## src/rtl/dio24_reset_req.sv

```systemverilog
// Conditions raw reset sources for the dio24 reset block in the clock_fast domain:
// PLL lock glitch filter, software reset stretcher and completion handshake.
module dio24_reset_req #(
  parameter int LOCK_FILTER     = 16,
  parameter int UNLOCK_FILTER   = 4,
  parameter int SW_RESET_CYCLES = 8,
  parameter int SYNC            = 2
) (
  input  logic clock_fast,
  input  logic reset_n,
  input  logic pll_locked_in,
  input  logic sw_reset_req,
  input  logic reset_n_fast_in,
  input  logic lock_lost_clr,
  output logic reset_sw,
  output logic PLL_locked,
  output logic sw_reset_busy,
  output logic sw_reset_done,
  output logic lock_lost
);

  function automatic int clogb2(input int v);
    int r;
    r = 0;
    while ((1 << r) <= v) r++;
    return (r < 1) ? 1 : r;
  endfunction

  localparam int MAXLU = (LOCK_FILTER > UNLOCK_FILTER) ? LOCK_FILTER : UNLOCK_FILTER;
  localparam int MAXV  = (MAXLU > SW_RESET_CYCLES) ? MAXLU : SW_RESET_CYCLES;
  localparam int CW    = clogb2(MAXV);

  // Counters stick at all-ones rather than wrapping.
  function automatic logic [CW-1:0] sat_inc(input logic [CW-1:0] v);
    return (v == {CW{1'b1}}) ? v : v + 1'b1;
  endfunction

  typedef enum logic [1:0] {IDLE, ASSERT, RELEASE} sw_state_t;

  logic [SYNC-1:0] lk_sync;
  logic            lk_s;
  logic [CW-1:0]   lk_cnt;

  sw_state_t       state, state_n;
  logic [CW-1:0]   sw_cnt, sw_cnt_n;
  logic            seen_low, seen_low_n;
  logic            pending, pending_n;
  logic            req_d;
  logic            reset_sw_n, busy_n, done_n;

  assign lk_s = lk_sync[SYNC-1];

  // Lock synchronizer and dual-threshold filter
  always_ff @(posedge clock_fast) begin
    if (!reset_n) begin
      lk_sync    <= '0;
      lk_cnt     <= '0;
      PLL_locked <= 1'b0;
      lock_lost  <= 1'b0;
    end else begin
      lk_sync <= {lk_sync[SYNC-2:0], pll_locked_in};
      if (lock_lost_clr) lock_lost <= 1'b0;
      if (!PLL_locked) begin
        if (!lk_s) begin
          lk_cnt <= '0;
        end else if (lk_cnt == CW'(LOCK_FILTER - 1)) begin
          PLL_locked <= 1'b1;
          lk_cnt     <= '0;
        end else begin
          lk_cnt <= sat_inc(lk_cnt);
        end
      end else begin
        if (lk_s) begin
          lk_cnt <= '0;
        end else if (lk_cnt == CW'(UNLOCK_FILTER - 1)) begin
          PLL_locked <= 1'b0;
          lock_lost  <= 1'b1;
          lk_cnt     <= '0;
        end else begin
          lk_cnt <= sat_inc(lk_cnt);
        end
      end
    end
  end

  // Software reset state register; outputs are registered alongside state
  always_ff @(posedge clock_fast) begin
    if (!reset_n) begin
      state         <= IDLE;
      sw_cnt        <= '0;
      seen_low      <= 1'b0;
      pending       <= 1'b0;
      req_d         <= 1'b0;
      reset_sw      <= 1'b0;
      sw_reset_busy <= 1'b0;
      sw_reset_done <= 1'b0;
    end else begin
      state         <= state_n;
      sw_cnt        <= sw_cnt_n;
      seen_low      <= seen_low_n;
      pending       <= pending_n;
      req_d         <= sw_reset_req;
      reset_sw      <= reset_sw_n;
      sw_reset_busy <= busy_n;
      sw_reset_done <= done_n;
    end
  end

  always_comb begin
    state_n    = state;
    sw_cnt_n   = sw_cnt;
    seen_low_n = seen_low;
    pending_n  = pending;
    reset_sw_n = reset_sw;
    busy_n     = sw_reset_busy;
    done_n     = 1'b0;
    case (state)
      IDLE: begin
        if (sw_reset_req || pending) begin
          state_n    = ASSERT;
          reset_sw_n = 1'b1;
          busy_n     = 1'b1;
          sw_cnt_n   = '0;
          seen_low_n = 1'b0;
          pending_n  = 1'b0;
        end
      end
      ASSERT: begin
        // Release needs minimum width, request dropped and downstream acknowledge
        if (sw_cnt != CW'(SW_RESET_CYCLES - 1)) sw_cnt_n = sat_inc(sw_cnt);
        if (!reset_n_fast_in) seen_low_n = 1'b1;
        if ((sw_cnt == CW'(SW_RESET_CYCLES - 1)) && !sw_reset_req && seen_low) begin
          state_n    = RELEASE;
          reset_sw_n = 1'b0;
        end
      end
      RELEASE: begin
        reset_sw_n = 1'b0;
        if (sw_reset_req && !req_d) pending_n = 1'b1;
        if (reset_n_fast_in) begin
          done_n  = 1'b1;
          busy_n  = 1'b0;
          state_n = IDLE;
        end
      end
      default: state_n = IDLE;
    endcase
  end

endmodule

```

## config.mk

```make
export PLATFORM = sky130hd
export DESIGN_NAME = dio24_reset_req
export DESIGN_NICKNAME = d
export VERILOG_FILES = /design/src/rtl/dio24_reset_req.sv
export SDC_FILE = /design/constraint.sdc
export NUM_CORES = 1
export LEC_CHECK = 0
export ABC_AREA = 1
export CAP_MARGIN = 40
export CORE_UTILIZATION = 25
export DETAILED_ROUTE_END_ITERATION = 10
export PLACE_DENSITY = 0.44
export SLEW_MARGIN = 20
export SYNTH_ARGS = -nofsm -noshare
export SYNTH_HDL_FRONTEND = slang
export SYNTH_SLANG_ARGS = --single-unit
```

## constraint.sdc

```tcl
create_clock -name clock_fast -period 1.3 [get_ports clock_fast]
set_input_delay 0.195 -clock clock_fast [delete_from_list [all_inputs] [get_ports clock_fast]]
set_output_delay 0.195 -clock clock_fast [all_outputs]
set_load 0.03 [all_outputs]
```

==> results.json, run 1 <==
{
  "status": "complete, but fails checks",
  "violations": "setup timing",
  "root_buffer": "clkbuf_8",
  "htreeDepth": 1,
  "numCtsBuffers": 3,
  "clkTransAtPathRegs_ns": 0.08,
  "fillers": 432,
  "core_area_mm2": 0.00412,
  "die_w_um": 68.4,
  "drc": 0,
  "worst_path_max_delay_cell": "dfxtp_2",
  "synth.area.top_cells": "dfxtp_1, nand2_1, ha_1, inv_1, nand3_1",
  "clock_latency_ns": 0.26,
  "critPathRequiredTime_ns": 1.50,
  "synthFlopType": "dfxtp_1",
  "wl_met2_mm": 1.16,
  "ys_async_sr_fraction_pct": 0,
  "path_max_fanout": 5,
  "die_height_um": 68.4,
  "grt_use_total_pct": 11.8,
  "timing.fmax_mhz": 719,
  "rsz0062_at_grt": "true",
  "hold_viol_final": 0,
  "initialDrtViolationCount": 20,
  "top_layer": "met4",
  "holdBufCountCts": 0,
  "crit_type": "flop to flop",
  "synth_area_mm2": 0.00110,
  "routed_wl_mm": 2.36,
  "place_inst": 228,
  "relSlewSlack_pct": 80.0,
  "rr_startpoint": "sw_cnt[0]",
  "finalSetupTns_ns": -0.357,
  "synth_cell_types": 22,
  "crit_chain": "ha_4 > nand2_4 > nor2_2 > ha_2 > a21oi_4 > inv_2 > nor2_4 > nand2_1 > a21oi_2",
  "setup_ws_ns": -0.0917,
  "wl_per_cell_um": 10.1,
  "synth_top_area_share_pct": 39.9,
  "start_util_pct": 26.8,
  "via_count": 1056,
  "max_slew.worst_pin.slew_ns": 0.299,
  "final_core_util_pct": 38.1,
  "nets": 199,
  "finalCritPeriodShare_pct": 107,
  "dieArea_mm2": 0.00468,
  "critPathMaxStageDelay_ns": 0.34,
  "whs_path_depth": 2,
  "yosysTopAreaCell": "dfxtp_1",
  "ys_ff_latch": 22,
  "cp-end-kind": "flop",
  "hold_class": "flop to flop",
  "diodes": 0,
  "crit_arrival_ns": 1.59,
  "slew_violations": 0,
  "port_buffers": 10,
  "drive_gt1_share_pct": 26.1,
  "synthCells": 156,
  "power_density_mw_per_mm2": 1730,
  "hpwl_mm": 1.78,
  "hold_path.startpoint": "lk_sync[0]",
  "skew_ns": 0.00301,
  "grt_pass1_wl_mm": 4.04,
  "dr.pass1.iters": 4,
  "grt_pass1_vias": 983,
  "syn_avg_cell_area_um2": 7.07,
  "areaGrowthSynthToFinish_pct": 41.9,
  "num_io_pins": 11,
  "reg2reg_to": "sw_cnt[1]",
  "synth_fp_nets": 170,
  "r2r_slack_ns": -0.09,
  "power_mw": 2.72,
  "grt_overflow": 0,
  "clock_sinks": 22,
  "setup_viol": 5,
  "ys_top_cells_by_count": "nand2_1, inv_1, dfxtp_1",
  "routed-wl-met3_um": 85,
  "ir_drop_mv": 0.925,
  "maxCapViolations": 0,
  "grt_antenna_before_repair": 0,
  "p_leak_nw": 0.724,
  "ant_nets": 0,
  "min_to": "lk_sync[1]",
  "r2r_cells": 9,
  "synth_edf_count": 0,
  "cts_tree": "done",
  "yosysWarningCount": 0,
  "gp_congestion": 0.844,
  "post-synth-top-count-cell": "nand2_1",
  "stdcell_count": 234,
  "ys_seq_area_share_pct": 39.9,
  "grt_max_degree": 14,
  "crit_path_start_kind": "flop",
  "wl_met1_mm": 1.10,
  "min_period_ns": 1.39,
  "row_count": 23,
  "viasPerCell": 4.51,
  "ctsLongestPathBuffers": 2
}
-- power breakdown --
| group | switching (mW) | internal (mW) | leakage (nW) |
|---|---|---|---|
| Combinational | 0.731 | 0.507 | 0.507 |
| Sequential | 0.0626 | 0.777 | 0.181 |
| Clock | 0.228 | 0.411 | 0.0357 |
-- repair_timing --
item | CTS | global route
buffers inserted | 1 | 1
hold endpoints to repair | 0 | 0
pin swaps | 4 | 6
resized for setup | 17 | 19
endpoints found under the setup margin | 16 | 15
-- final cells by class --
cell class              count  area (µm²)  area share [%]
repair buffers             25         214            13.7
flip-flops and latches     22         447            28.5
clock inverters             1        30.0            1.92
inverters                  26         100            6.39
well taps                  50        62.6            3.99
multi-input cells         107         672            42.9
clock buffers               3        41.3            2.64
-- flip-flops by register name, indices dropped and copies added (netlist names) --
name / count
sw_cnt: 5
pending: 1
PLL_locked: 1
req_d: 1
lk_sync: 2
reset_sw: 1
lk_cnt: 5
state: 2
seen_low: 1
sw_reset_done: 1
lock_lost: 1
sw_reset_busy: 1
-- how the worst max path moves through the flow --
stage | from | endpoint | slack [ns] | cells past startpoint
after floorplan | sw_cnt[0] | sw_cnt[0] | -0.007 | 9
after global placement | sw_reset_req | sw_cnt[0] | -0.16 | 7
after detailed placement | sw_reset_req | sw_cnt[0] | -0.20 | 7
after CTS | sw_cnt[0] | sw_cnt[1] | -0.1 | 9
after global routing | state[1] | sw_cnt[3] | -0.16 | 8
final | sw_cnt[0] | sw_cnt[1] | -0.09 | 9
-- layout by cell type, fill, tap and decap left out, drive strengths merged --
| master | instances |
|---|---|
| o21a | 1 |
| o21ai | 4 |
| nand3 | 13 |
| buf | 15 |
| nand4 | 3 |
| nand2 | 37 |
| inv | 26 |
| bufinv | 1 |
| xnor2 | 1 |
| nor3 | 3 |
| nand3b | 1 |
| dlygate4sd2 | 5 |
| clkdlybuf4s50 | 5 |
| a21oi | 13 |
| or2 | 1 |
| and3 | 1 |
| xor2 | 1 |
| dfxtp | 22 |
| clkbuf | 3 |
| ha | 8 |
| a221oi | 1 |
| nor2 | 19 |
-- cell families (layout without fill, tap and decap cells) --
logic type | Yosys count | count (layout) | synth area share (%)
adders and majority gates | 8 | 8 | 9.07
xor gates and xnor gates | 2 | 2 | 1.59
AOI/OAI and AO/OA | 19 | 19 | 9.52
and+or+nand+nor | 78 | 78 | 30.7
DFF | 22 | 22 | 39.9
buffers and inverters | 27 | 55 | 9.18
-- worst max-delay path: cells and delay by family (launching register included) --
family | cells | cell delay (ns)
AO/OA/AOI/OAI | 2 | 0.26
AND/OR/NAND/NOR | 4 | 0.32
adder cells (fa/ha/maj) | 2 | 0.35
buffers and inverters | 1 | 0.06
flip-flops | 1 | 0.34
-- layer usage --
layer / GRT usage (%) / up-vias
met1: 13.5 / 494
met4: 3.13 / 0
met5: 0 / -
li1: - / 550
met2: 20.6 / 10
met3: 4.00 / 2
-- through the flow --
step                setup WS (ns)  cell area (µm²)  hold slack [ns]
floorplan                -0.00665             1120            0.288
global placement           -0.162             1370            0.399
detailed placement         -0.197             1370            0.410
CTS                       -0.0991             1480            0.433
global route               -0.165             1570            0.462
finish                    -0.0917             1570            0.428
Note: power is estimated with default switching activity, not from simulation.
==> inputs of run 2 (changes only) <==
--- a/config.mk
+++ b/config.mk
@@ -7,9 +7,10 @@
 export LEC_CHECK = 0
 export ABC_AREA = 1
 export CAP_MARGIN = 40
-export CORE_UTILIZATION = 25
+export CORE_UTILIZATION = 49
 export DETAILED_ROUTE_END_ITERATION = 10
-export PLACE_DENSITY = 0.44
+export MAX_ROUTING_LAYER = met4
+export PLACE_DENSITY = 0.74
 export SLEW_MARGIN = 20
 export SYNTH_ARGS = -nofsm -noshare
 export SYNTH_HDL_FRONTEND = slang
==> run 2 against run 1 <==
  * The flow still finishes with violations (setup timing)
  * Core utilization increased by 34 points
  * Register-to-register slack about the same
  * Cell count down 11%
  * Non-clock buffer count shrank 3
  * Combinational power hardly changed
  * Cell area shrank 5.7%
  * Sequential power fell by 1%
  * Global-route usage grew 8.9 points
  * Critical path type unchanged
  * Wire length is 3.9% lower
==> results.json, run 2 (same netlist as run 1, synthesis figures left out) <==
{
  "grt_use_total_pct": 20.7,
  "path_max_fanout": 5,
  "place_area_mm2": 0.00134,
  "max_slew.worst_pin.slew_ns": 0.306,
  "violations": "setup timing",
  "hold_path.startpoint": "pll_locked_in",
  "rsz0062_at_grt": "true",
  "p_leak_nw": 0.674,
  "clock_sinks": 22,
  "cts_setup_buffers": 0,
  "numCtsBuffers": 3,
  "cts_tree": "done",
  "dr.pass1.iters": 4,
  "ctsLongestPathBuffers": 2,
  "dieArea_mm2": 0.00245,
  "num_io_pins": 11,
  "hold_class": "primary input to flop",
  "crit_path_start_kind": "flop",
  "viasPerCell": 4.98,
  "power_density_mw_per_mm2": 1750,
  "maxCapViolations": 0,
  "drc": 0,
  "initialDrtViolationCount": 20,
  "via_count": 1036,
  "ir_drop_mv": 1.37,
  "place_inst": 204,
  "core_area_mm2": 0.00204,
  "grt_pass1_wl_mm": 3.84,
  "crit_arrival_ns": 1.65,
  "crit_type": "flop to flop",
  "clock_latency_ns": 0.31,
  "grt_antenna_before_repair": 0,
  "grt_pass1_vias": 975,
  "grt_overflow": 0,
  "cp-startpoint": "sw_cnt[0]",
  "critPathMaxStageDelay_ns": 0.36,
  "gp_congestion": 0.891,
  "finalSetupTns_ns": -0.364,
  "slew_violations": 0,
  "crit_chain": "ha_4 > nand2_2 > nor2_2 > ha_2 > a21oi_4 > inv_2 > nor2_4 > nand2_1 > a21oi_1",
  "areaGrowthSynthToFinish_pct": 33.9,
  "hpwl_mm": 1.72,
  "grt_max_degree": 14,
  "relSlewSlack_pct": 79.7,
  "mostFrequentLayoutCells": "nand2_1, inv_1, dfxtp_1",
  "cp_top_family": "flip-flops",
  "nets": 196,
  "min_period_ns": 1.40,
  "top_regs": "lk_cnt (5), sw_cnt (5)",
  "path_buf_inv": 1,
  "clkTransAtPathRegs_ns": 0.13,
  "status": "complete, but fails checks",
  "die_w_um": 49.5,
  "finalCritPeriodShare_pct": 108,
  "start_util_pct": 54.0,
  "root_buffer": "clkbuf_4",
  "fillers": 170,
  "ant_nets": 0,
  "worst_path_max_delay_cell": "dfxtp_2",
  "htreeDepth": 1,
  "rr_startpoint": "sw_cnt[0]",
  "setup_viol": 5,
  "row_count": 16,
  "holdBufCountCts": 0,
  "routed_wl_mm": 2.27,
  "setup_ws_ns": -0.0981,
  "die_height_um": 49.5,
  "cp-end-kind": "flop",
  "diodes": 0,
  "hold_viol_final": 0,
  "stdcell_count": 208,
  "critPathRequiredTime_ns": 1.55,
  "skew_ns": 0.00450,
  "design_area_mm2": 0.00148,
  "wl_per_cell_um": 10.9,
  "drive_gt1_share_pct": 24.9,
  "layout_commonest_cell": "nand2_1",
  "timing.fmax_mhz": 715,
  "port_buffers": 10
}
[run 2: cell count changes in the layout (fill, tap and decap cells not counted), sizes merged]
cell	previous run	this run
clkdlybuf4s15	0	1
buf	15	12
dlygate4sd2	5	4
[run 2: per-stage QoR]
step	setup slack, ns	util [%]	hold WS (ns)	power, mW
final	-0.0981	72.4	0.394	2.58
after detailed placement	-0.202	65.5	0.413	1.92
after floorplan	-0.00665	-	0.288	1.55
after CTS	-0.125	68.8	0.393	2.44
after global routing	-0.184	72.4	0.422	2.74
after global placement	-0.114	65.5	0.406	1.88
[run 2: layer usage]
layer | GRT usage, % | wire (µm) | up-vias | share of wire, %
met1 | 23.3 | 1040 | 481 | 46
met4 | 10.5 | 40 | 0 | 1.8
li1 | - | - | 540 | -
met3 | 2.47 | 32 | 5 | 1.4
met2 | 36.1 | 1160 | 10 | 51
met5 | - | 0 | - | 0
[run 2: cell type report]
type	instances	area [µm²]	area share, %
clock buffers	3	22.5	1.52
clock inverters	1	30.0	2.03
inverters	26	97.6	6.60
multi-input cells	107	657	44.5
flip-flops and latches	22	448	30.3
well taps	27	33.8	2.29
repair buffers	22	189	12.8
[run 2: where the power goes]
part / switching (mW) / internal [mW]
clock: 0.215 / 0.312
combinational: 0.713 / 0.513
sequential: 0.0538 / 0.775
[run 2: tightest hold or removal path, delay by kind of cell]
kind                   cells  cell delay (ns)
buffers and inverters      2             0.43
and+or+nand+nor            1             0.06
[run 2: path summary, 6_finish.rpt]
kind,to,slack (ns),cells after the start
hold / removal,lk_sync[0],0.39,3
setup reg to reg,sw_cnt[4],-0.1,9
hold reg to reg,lk_sync[1],0.43,2
setup / recovery,sw_cnt[4],-0.1,9
[run 2: what timing repair did]
item | 4_1_cts | 5_1_grt
resized for setup | 12 | 21
setup endpoints to repair | 18 | 16
pin swaps | 2 | 2
gates cloned | 0 | 0
==> inputs of run 3 (changes only) <==
--- a/config.mk
+++ b/config.mk
@@ -6,11 +6,12 @@
 export NUM_CORES = 1
 export LEC_CHECK = 0
 export ABC_AREA = 1
+export ABC_CLOCK_PERIOD_IN_PS = 1300
 export CAP_MARGIN = 40
-export CORE_UTILIZATION = 49
+export CORE_UTILIZATION = 45
 export DETAILED_ROUTE_END_ITERATION = 10
 export MAX_ROUTING_LAYER = met4
-export PLACE_DENSITY = 0.74
+export PLACE_DENSITY = 0.69
 export SLEW_MARGIN = 20
 export SYNTH_ARGS = -nofsm -noshare
 export SYNTH_HDL_FRONTEND = slang
==> run 3 against run 2 <==
  * Non-clock buffer count increased by 1
  * Sequential power is 2.5% higher
  * Die area grew 8.5%
  * Core utilization shrank 3.3 points
  * The flow still finishes with violations (setup timing)
  * Clock power is essentially flat
  * Largest power group unchanged
  * Count of clock-buffer cells in the layout is the same
  * Cell area increased by 5.3%
  * Largest cell class unchanged
  * Wire length rose by 17%
  * Combinational power up 11%
==> results.json, run 3 (same netlist as run 1, synthesis figures left out) <==
{
  "htreeDepth": 1,
  "grt_max_degree": 14,
  "grt_pass1_wl_mm": 3.73,
  "power_density_mw_per_mm2": 1760,
  "num_io_pins": 11,
  "crit_path_start_kind": "flop",
  "hpwl_mm": 1.73,
  "dieArea_mm2": 0.00265,
  "areaGrowthSynthToFinish_pct": 41.0,
  "whs_path_depth": 3,
  "wl_per_cell_um": 12.6,
  "grt_use_total_pct": 20.1,
  "setup_viol": 5,
  "gp_congestion": 0.859,
  "hold_path.startpoint": "pll_locked_in",
  "relSlewSlack_pct": 77.2,
  "die_w_um": 51.5,
  "p_leak_nw": 0.698,
  "via_count": 1100,
  "post-place-ws_ns": -0.199,
  "crit_type": "flop to flop",
  "maxCapViolations": 0,
  "clock_sinks": 22,
  "viasPerCell": 5.24,
  "initialDrtViolationCount": 31,
  "dr.pass1.iters": 4,
  "port_buffers": 10,
  "violations": "setup timing",
  "root_buffer": "clkbuf_4",
  "clock_latency_ns": 0.31,
  "critPathRequiredTime_ns": 1.55,
  "min_to": "lk_sync[0]",
  "hold_class": "primary input to flop",
  "rr_startpoint": "sw_cnt[1]",
  "r2r_slack_ns": -0.15,
  "routed_wl_mm": 2.65,
  "status": "complete, but fails checks",
  "setup_ws_ns": -0.147,
  "grt_overflow": 0,
  "slew_violations": 0,
  "row_count": 17,
  "cts_tree": "done",
  "timing.fmax_mhz": 691,
  "min_period_ns": 1.45,
  "drive_gt1_share_pct": 29.1,
  "core_area_mm2": 0.00225,
  "place_inst": 204,
  "ir_drop_mv": 1.79,
  "ant_nets": 0,
  "reg2reg_to": "sw_cnt[2]",
  "clkTransAtPathRegs_ns": 0.12,
  "top_regs": "lk_cnt (5), sw_cnt (5)",
  "hold_viol_final": 0,
  "die_height_um": 51.5,
  "max_slew.worst_pin.slew_ns": 0.342,
  "grt_antenna_before_repair": 0,
  "cp-end-kind": "flop",
  "ctsLongestPathBuffers": 2,
  "layout_commonest_cell": "nand2_1",
  "final_core_util_pct": 69.0,
  "stdcell_count": 210,
  "mostFrequentLayoutCells": "nand2_1, inv_1, dfxtp_1",
  "skew_ns": 0.00248,
  "start_util_pct": 48.9,
  "drc": 0,
  "rsz0062_at_grt": "true",
  "r2r_cells": 9,
  "nets": 197,
  "path_max_fanout": 5,
  "numCtsBuffers": 3,
  "hold_slack_ns": 0.400,
  "crit_arrival_ns": 1.70,
  "finalCritPeriodShare_pct": 111,
  "diodes": 0,
  "grt_pass1_vias": 935
}
run 3: cell count changes in the layout (fill, tap and decap cells not counted), sizes merged:
cell / before / now
dlygate4sd2: 4 / 2
clkdlybuf4s15: 1 / 3
buf: 12 / 13
run 3: stage by stage:
step                cell area (µm²)  total power [mW]  TNS, ns
floorplan                      1120              1.55  -0.0152
global placement               1330              1.87   -0.695
detailed placement             1330              1.89    -1.25
CTS                            1430              2.48   -0.494
global route                   1560              2.89    -1.02
finish                         1560              2.74   -0.676
run 3: what timing repair did:
| action | 4_1_cts | 5_1_grt |
|---|---|---|
| setup endpoints to repair | 15 | 15 |
| gates resized for setup | 18 | 32 |
| pin swaps | 4 | 11 |
| setup buffers | 1 | 1 |
| gates cloned | 0 | 0 |
| hold buffers | 0 | 0 |
run 3: worst max-delay path by stage:
stage / slack (ns) / start / cells past startpoint / end
final: -0.15 / sw_cnt[1] / 9 / sw_cnt[2]
after global routing: -0.21 / sw_cnt[0] / 9 / sw_cnt[2]
after CTS: -0.11 / sw_cnt[0] / 9 / sw_cnt[0]
after detailed placement: -0.20 / sw_reset_req / 7 / sw_cnt[4]
after global placement: -0.13 / sw_reset_req / 7 / sw_cnt[0]
after floorplan: -0.007 / sw_cnt[0] / 9 / sw_cnt[0]
run 3: cell type report:
cell class,instances,area (µm²)
multi-input combinational,107,722
timing repair buffer,23,199
inverter,26,100
tap,28,35.0
clock buffer,3,22.5
clock inverter,1,30.0
sequential,22,448
fill,168,698
run 3: where the power goes:
group          internal (mW)  total [mW]  switching [mW]  leakage, nW
Clock                  0.312       0.524           0.213       0.0279
Combinational          0.563        1.36           0.800        0.489
Sequential             0.778       0.850          0.0719        0.181
run 3: critical path: stages (launching register included):
cell     delay, ns
dfxtp_2       0.36
ha_4          0.17
nand2_4       0.08
nor2_4        0.04
ha_4          0.16
a21oi_4       0.15
inv_2         0.06
nor2_4        0.17
nand2_1       0.10
a21oi_2       0.11
run 3: metal layers:
layer	vias up	part of all wire [%]	GRT usage (%)
li1	549	-	-
met1	526	40	19.5
met2	21	54	37.2
met3	4	3.7	6.73
met4	0	1.4	6.31
met5	-	0	-
